===== src/rtl/uart_frac_baud_gen_if.sv =====
`default_nettype none
// ============================================================================
// Interface : uart_frac_baud_gen_if
// Brief     : Control and tick bundle of the fractional baud tick generator.
// Revision  : 1.0 - initial release
// ============================================================================
interface uart_frac_baud_gen_if #(
  parameter int DIV_W  = 16,
  parameter int FRAC_W = 4,
  parameter int OVS    = 8
) ();
  localparam int c_ph_w = (OVS > 1) ? $clog2(OVS) : 1;

  logic              en_i;
  logic [DIV_W-1:0]  div_int_i;
  logic [FRAC_W-1:0] div_frac_i;
  logic              resync_i;
  logic              acq_o;
  logic              baud_o;
  logic              mid_o;
  logic [c_ph_w-1:0] phase_o;

  modport master (
    output en_i, div_int_i, div_frac_i, resync_i,
    input  acq_o, baud_o, mid_o, phase_o
  );

  modport slave (
    input  en_i, div_int_i, div_frac_i, resync_i,
    output acq_o, baud_o, mid_o, phase_o
  );
endinterface
`default_nettype wire


===== src/rtl/uart_frac_baud_gen.sv =====
`default_nettype none
// ============================================================================
// Module   : uart_frac_baud_gen
// Brief    : Fractional (error-diffusing) acquisition/baud/mid-bit tick generator.
// Revision : 1.0 - initial release
// ============================================================================
module uart_frac_baud_gen #(
  parameter int DIV_W  = 16,
  parameter int FRAC_W = 4,
  parameter int OVS    = 8
) (
  input  wire logic              clk,
  input  wire logic              rst,
  uart_frac_baud_gen_if.slave    io
);
  localparam int                c_ph_w     = (OVS > 1) ? $clog2(OVS) : 1;
  localparam logic [c_ph_w-1:0] c_ovs_last = c_ph_w'(OVS - 1);
  localparam logic [c_ph_w-1:0] c_ovs_mid  = c_ph_w'(OVS / 2 - 1);

  logic              en_q,    en_d;
  logic [DIV_W:0]    cnt_q,   cnt_d;
  logic [FRAC_W-1:0] acc_q,   acc_d;
  logic              carry_q, carry_d;
  logic [c_ph_w-1:0] ovs_q,   ovs_d;
  logic [DIV_W-1:0]  dint_q,  dint_d;
  logic [FRAC_W-1:0] dfrac_q, dfrac_d;
  logic              acq_q,   acq_d;
  logic              baud_q,  baud_d;
  logic              mid_q,   mid_d;

  logic [DIV_W-1:0]  w_div_in;
  logic [DIV_W:0]    w_term_cnt;
  logic              w_term;
  logic [FRAC_W:0]   w_sum;
  logic              w_last;

  // A zero integer divisor would give a 1-clock period; clamp to 1.
  assign w_div_in   = (io.div_int_i == '0) ? DIV_W'(1) : io.div_int_i;
  assign w_term_cnt = {1'b0, dint_q} + (DIV_W + 1)'(carry_q);
  assign w_term     = (cnt_q == w_term_cnt);
  assign w_sum      = {1'b0, acc_q} + {1'b0, dfrac_q};
  assign w_last     = (ovs_q == c_ovs_last);

  always_comb begin
    en_d    = io.en_i;
    cnt_d   = cnt_q;
    acc_d   = acc_q;
    carry_d = carry_q;
    ovs_d   = ovs_q;
    dint_d  = dint_q;
    dfrac_d = dfrac_q;
    acq_d   = 1'b0;
    baud_d  = 1'b0;
    mid_d   = 1'b0;

    if (!en_q) begin
      cnt_d   = '0;
      acc_d   = '0;
      carry_d = 1'b0;
      ovs_d   = '0;
      dint_d  = w_div_in;
      dfrac_d = io.div_frac_i;
    end else if (io.resync_i) begin
      cnt_d   = '0;
      acc_d   = '0;
      carry_d = 1'b0;
      ovs_d   = '0;
    end else if (w_term) begin
      cnt_d            = '0;
      {carry_d, acc_d} = w_sum;
      acq_d            = 1'b1;
      baud_d           = w_last;
      mid_d            = (ovs_q == c_ovs_mid);
      ovs_d            = w_last ? '0 : ovs_q + c_ph_w'(1);
      // Divisor shadows only move on a baud boundary so a bit never mixes periods.
      if (w_last) begin
        dint_d  = w_div_in;
        dfrac_d = io.div_frac_i;
      end
    end else begin
      cnt_d = cnt_q + (DIV_W + 1)'(1);
    end
  end

  always_ff @(posedge clk or negedge rst) begin
    if (!rst) begin
      en_q    <= 1'b0;
      cnt_q   <= '0;
      acc_q   <= '0;
      carry_q <= 1'b0;
      ovs_q   <= '0;
      dint_q  <= '0;
      dfrac_q <= '0;
      acq_q   <= 1'b0;
      baud_q  <= 1'b0;
      mid_q   <= 1'b0;
    end else begin
      en_q    <= en_d;
      cnt_q   <= cnt_d;
      acc_q   <= acc_d;
      carry_q <= carry_d;
      ovs_q   <= ovs_d;
      dint_q  <= dint_d;
      dfrac_q <= dfrac_d;
      acq_q   <= acq_d;
      baud_q  <= baud_d;
      mid_q   <= mid_d;
    end
  end

  assign io.acq_o   = acq_q;
  assign io.baud_o  = baud_q;
  assign io.mid_o   = mid_q;
  assign io.phase_o = ovs_q;
endmodule
`default_nettype wire


===== src/flat_wrapper.sv =====
// flat-port wrapper written by rule: the top's interface ports become plain ports
module uart_frac_baud_gen_flat 
#(
  parameter int DIV_W  = 16,
  parameter int FRAC_W = 4,
  parameter int OVS    = 8
)
  (clk, rst, io_en_i, io_div_int_i, io_div_frac_i, io_resync_i, io_acq_o, io_baud_o, io_mid_o, io_phase_o);
  uart_frac_baud_gen_if #(.DIV_W(DIV_W), .FRAC_W(FRAC_W), .OVS(OVS)) io_i ();
  input  wire logic clk;
  input  wire logic rst;
  input wire logic [$bits(io_i.en_i)-1:0] io_en_i;
  input wire logic [$bits(io_i.div_int_i)-1:0] io_div_int_i;
  input wire logic [$bits(io_i.div_frac_i)-1:0] io_div_frac_i;
  input wire logic [$bits(io_i.resync_i)-1:0] io_resync_i;
  output wire logic [$bits(io_i.acq_o)-1:0] io_acq_o;
  output wire logic [$bits(io_i.baud_o)-1:0] io_baud_o;
  output wire logic [$bits(io_i.mid_o)-1:0] io_mid_o;
  output wire logic [$bits(io_i.phase_o)-1:0] io_phase_o;
  assign io_i.en_i = io_en_i;
  assign io_i.div_int_i = io_div_int_i;
  assign io_i.div_frac_i = io_div_frac_i;
  assign io_i.resync_i = io_resync_i;
  assign io_acq_o = io_i.acq_o;
  assign io_baud_o = io_i.baud_o;
  assign io_mid_o = io_i.mid_o;
  assign io_phase_o = io_i.phase_o;
  uart_frac_baud_gen #(.DIV_W(DIV_W), .FRAC_W(FRAC_W), .OVS(OVS)) u_core (.clk(clk), .rst(rst), .io(io_i));
endmodule

===== config.mk =====
export PLATFORM = sky130hd
export DESIGN_NAME = uart_frac_baud_gen_flat
export DESIGN_NICKNAME = d
export VERILOG_FILES = /design/src/rtl/uart_frac_baud_gen_if.sv /design/src/rtl/uart_frac_baud_gen.sv /design/src/flat_wrapper.sv
export SDC_FILE = /design/constraint.sdc
export NUM_CORES = 1
export LEC_CHECK = 0
export CORE_UTILIZATION = 45
export CTS_CLUSTER_DIAMETER = 30
export DETAILED_ROUTE_END_ITERATION = 6
export HOLD_SLACK_MARGIN = 0.15
export PLACE_DENSITY = 0.7
export SLEW_MARGIN = 10
export SYNTH_ARGS = -nofsm -noshare
export SYNTH_HDL_FRONTEND = slang
export SYNTH_SLANG_ARGS = --single-unit

===== constraint.sdc =====
create_clock -name clk -period 6.1 [get_ports clk]
set_clock_uncertainty 0.05 [all_clocks]
set_input_delay 1.83 -clock clk [delete_from_list [all_inputs] [get_ports clk]]
set_output_delay 1.83 -clock clk [all_outputs]
set_load 0.01 [all_outputs]

==> results by stage <==
Pwr:
- The share of total power in sequential cells is about half.
- Cell internal power was estimated by the tool at approximately 530 uW.
- The combinational share of power is a little over an eighth.
- Summed over all cells, the static leakage comes to between 0.0015 and 0.002 uW.
- The proportion of total power due to net switching is between 20% and 30%.
- The peak ir drop on the vdd network is about 0.094 mV.
- The clock network accounts for around a third of the total power.
- In this run the power spent charging and discharging nets is between 150 and 200 uW.
- In this run the power density over the cells is 204.7 nW/um^2.
- The total power draw is 698.5 uW.

Logic synthesis:
- For this run, the leading register cell type out of synthesis is sky130_fd_sc_hd__dfrtp_1.
- Synthesis produced 280 cells.
- The netlist area before placement is between 2000 and 3000 sq um.
- The commonest cells after synthesis are 49 x sky130_fd_sc_hd__dfrtp_1, 24 x sky130_fd_sc_hd__nor2_1, 20 x sky130_fd_sc_hd__mux2_4.
- The sequential fraction of the synthesis area is around two fifths.
- The total of flip-flops plus latches after synthesis is a little under 50.
- The synthesized design spends more area on one cell type than any other, namely sky130_fd_sc_hd__dfrtp_1.
- The number of nets in the synthesized netlist is around 320.
- The most frequent cell after synthesis is sky130_fd_sc_hd__dfrtp_1.
- The post-synthesis cell type count is between 50 and 60.
- The number of enable flip-flop cells after synthesis is 0.
- The top cell type's share of synthesized area is 41.00%.
- The number of warnings issued by yosys is 0.
- Sorting the synthesized cells by area gives the leading types as sky130_fd_sc_hd__dfrtp_1 41%, sky130_fd_sc_hd__mux2_4 10%, sky130_fd_sc_hd__xor2_1 5.0%.
- The mean cell area of the mapped netlist is ~11 sq um.
- The share of synthesized registers carrying an async set or reset is 100.0%.

Critical path:
- The signal on the critical path passes through ha_1, ha_1, nand3_1, or3_1, a32o_2, nor4_4, nand2_4, o41ai_4, buf_4, mux2_4.
- The critical path data arrival time is about 3.4 ns.
- The internal reg-to-reg setup slack is between 2 and 3 ns.
- The most common cell type on the critical path is sky130_fd_sc_hd__ha_1.
- Data on the critical path is required at its endpoint by about 6.2 ns.
- The depth of the most critical reg-to-reg path is 10.
- The worst flop-to-flop path startpoint is u_core.dint_q[0].
- The highest net fanout along the worst path is 20.
- The critical path startpoint category is a flop.
- The largest delay contributor family on the critical path is simple AND/OR/NAND/NOR gates.
- In this run the worst setup path begins at u_core.dint_q[0].
- The worst setup path is captured at a flop.
- In this design, the stage delay of the slowest critical-path cell is 0.40 ns.
- The count of buffer and inverter cells on the critical path is 1.
- The category of the critical setup timing path is flop to flop.
- The slowest stage of the critical path is the sky130_fd_sc_hd__or3_1 cell.
- The capturing instance or port of the critical path is u_core.dint_q[3].
- In this run the number of cells on the critical path is 10.
- The capture point of the worst reg-to-reg path is u_core.dint_q[3].

Finish:
- The number of antenna diodes is 0.
- The area growth from synthesis to layout is 14.14%.
- The count of non-filler cells in the finished layout is 382.
- After the last flow step, the layout net total stands at between 300 and 400.
- Cells with a size suffix above 1 make up between 10% and 20% of the layout.

Clock tree:
- In this run, CTS created clock tree buffers numbering 5.
- In this run the number of H-tree levels came out at 2.
- The clock transition at the registers of the reported paths is approximately 0.1 ns.
- The clock reaches the later pin of the worst-skew pair after 0.30 ns.
- The post-cts gate resize count is 0.
- For this design, the CTS-stage hold fixing added 0 buffers.
- CTS saw a little under 50 sinks.
- Buffers added to address setup during post-CTS repair amount to 0.
- TritonCTS built the clock tree.
- The library cell used as clock root buffer is sky130_fd_sc_hd__clkbuf_8.
- Counting along the longest clock path gives a buffer depth of 2.

Detailed routing:
- In this run, the number of DRC markers left after iteration 0 of detailed routing was 102.
- After detailed routing, the total wire length is about 5800 um.
- For this run, design rule violations remaining after detail routing come to 0.
- The via density per instance is between 5 and 6.
- The pre-antenna-repair detailed-routing pass consisted of 4 iterations.
- For this block, the via count after detailed routing is 2148.
- The antenna violation net count after detailed routing is 0.
- The wire length per cell after detailed routing is 15.16 um.

Timing:
- In this run the tightest slew margin relative to its limit is approximately 55%.
- The routed design could run at a clock period as short as roughly 3.2 ns.
- The final count of pins violating max slew is 0.
- Setup violations remaining at the end of the flow were counted as 0.
- Setup repair after global routing left no endpoint under its margin.
- The part of the cycle the worst path needs is a little over half.
- Static timing analysis puts the maximum clock frequency at 0.3085 GHz.
- The number of endpoints with negative hold slack in the final report is 0.
- For the final routed database, the setup TNS stands at 0 ns.
- For the pin with the worst max-slew slack, the measured transition is 0.6695 ns.

GRT:
- The global-route wire length before repair is 9853 um.
- The pin count of the biggest net entering global routing is 50.
- The number of antenna violations at the first check in global routing is 0.
- The overall global routing resource usage is between 10% and 20%.
- Global routing finished with a remaining overflow of 0.
- The via count of the first global-routing pass is roughly 2000.

Die:
- The starting utilization of the core area is a little under half.
- The total area inside the core boundary comes to ~6400 sq um.
- Measured along the x axis, the die boundary spans roughly 84 um.
- The floorplan has 29 rows.
- The floorplan step defined a die boundary enclosing 6976 sq um.
- For this design the top-level I/O count stands at 30.
- Measured along the y axis, the die boundary spans 83.52 um.

Hold path:
- The min-delay analysis places its worst path in the category flop to flop.
- The number of instances on the worst hold path is 1.

Placement:
- The detailed placement HPWL is between 4000 and 5000 um.
- In this run the tool buffered the top-level ports with 29 buffer cells.
- The congestion estimate from routability-driven global placement came to 0.7731.
- The total instance count after detailed placement is around 370.

Job:
- The max-cap violation count is 0.

Run status:
- The run finished with clean final reports.
==> metrics by stage <==
stage | instance area [sq um] | hold WS [ns] | util, % | worst slack [ns]
after floorplan | 2990 | 0.4293 | - | 3.210
after global placement | 3273 | 0.4607 | 51.25 | 2.571
after detailed placement | 3273 | 0.4612 | 51.25 | 2.537
after CTS | 3393 | 0.4859 | 53.13 | 2.843
after global routing | 3413 | 0.5003 | 53.45 | 2.619
final | 3413 | 0.4782 | 53.45 | 2.859
==> how the worst min path moves through the flow <==
stage | startpoint | endpoint
global placement | u_core.dfrac_q[2] | u_core.dfrac_q[2]
CTS | u_core.cnt_q[0] | u_core.cnt_q[0]
floorplan | u_core.cnt_q[0] | u_core.cnt_q[0]
finish | u_core.cnt_q[0] | u_core.cnt_q[0]
detailed placement | u_core.dfrac_q[3] | u_core.dfrac_q[3]
global route | u_core.dfrac_q[2] | u_core.dfrac_q[2]
==> registers in the layout, indices dropped and copies added (netlist names) <==
register,flops
u_core.cnt_q,17
u_core.dint_q,16
u_core.acc_q,4
u_core.dfrac_q,4
u_core.io.phase_o,3
u_core.carry_q,1
u_core.en_q,1
u_core.io.acq_o,1
u_core.io.baud_o,1
u_core.io.mid_o,1
==> routing by layer <==
metal  global-route usage, %  share of wire [%]  vias to the layer above
met3                   2.868                2.8                        4
met2                   25.48                 44                       38
met4                   6.626                1.2                        0
li1                        -                  -                     1061
met1                   26.87                 51                     1045
met5                       0                  0                        -
==> power by group through the flow <==
stage	registers, uW	logic (uW)	clock network, uW
finish	362	95.8	241
global route	365	105	262
CTS	362	95.2	249
detailed placement	368	95.1	0
global placement	368	93.2	0
floorplan	357	75.8	0
==> cell type report <==
cell class              instances  area [sq um]
fillers                       555          2973
multi-input cells             210          1632
flip-flops and latches         49          1226
repair buffers                 31         312.8
well taps                      77         96.34
clock buffers                   6         82.58
clock inverters                 2         37.54
inverters                       7         26.28
==> layout by cell type (no fill, tap or decap), drive strengths merged, types with 2 or more instances in the layout <==
cell           netlist  routed
xor2                17      17
mux2                20      20
or4                  3       3
ha                  10      10
buf                 10       3
a21oi               13      13
dfrtp               49      49
clkbuf               4       6
nor4                11      11
xnor2               15      15
nor3                 6       6
and3                10      10
nand3               16      16
nand2               13      13
nor2b                2       2
mux2i                2       2
nor2                24      24
a211oi               5       5
and4                 2       2
nand2b               2       2
nand4                8       8
and2                 4       4
o41ai                2       2
clkdlybuf4s50        0      28
inv                  7       7
o21ai                8       8
a21o                 4       4
==> logic make-up after synthesis <==
group,synth area share [%]
AO/OA/AOI/OAI,9.415
XOR/XNOR,9.372
multiplexers,10.71
adder cells (fa/ha/maj),4.854
buffers and inverters,4.435
flip-flops,41.00
AND/OR/NAND/NOR,20.21
Note: power is estimated with default switching activity, not from simulation.
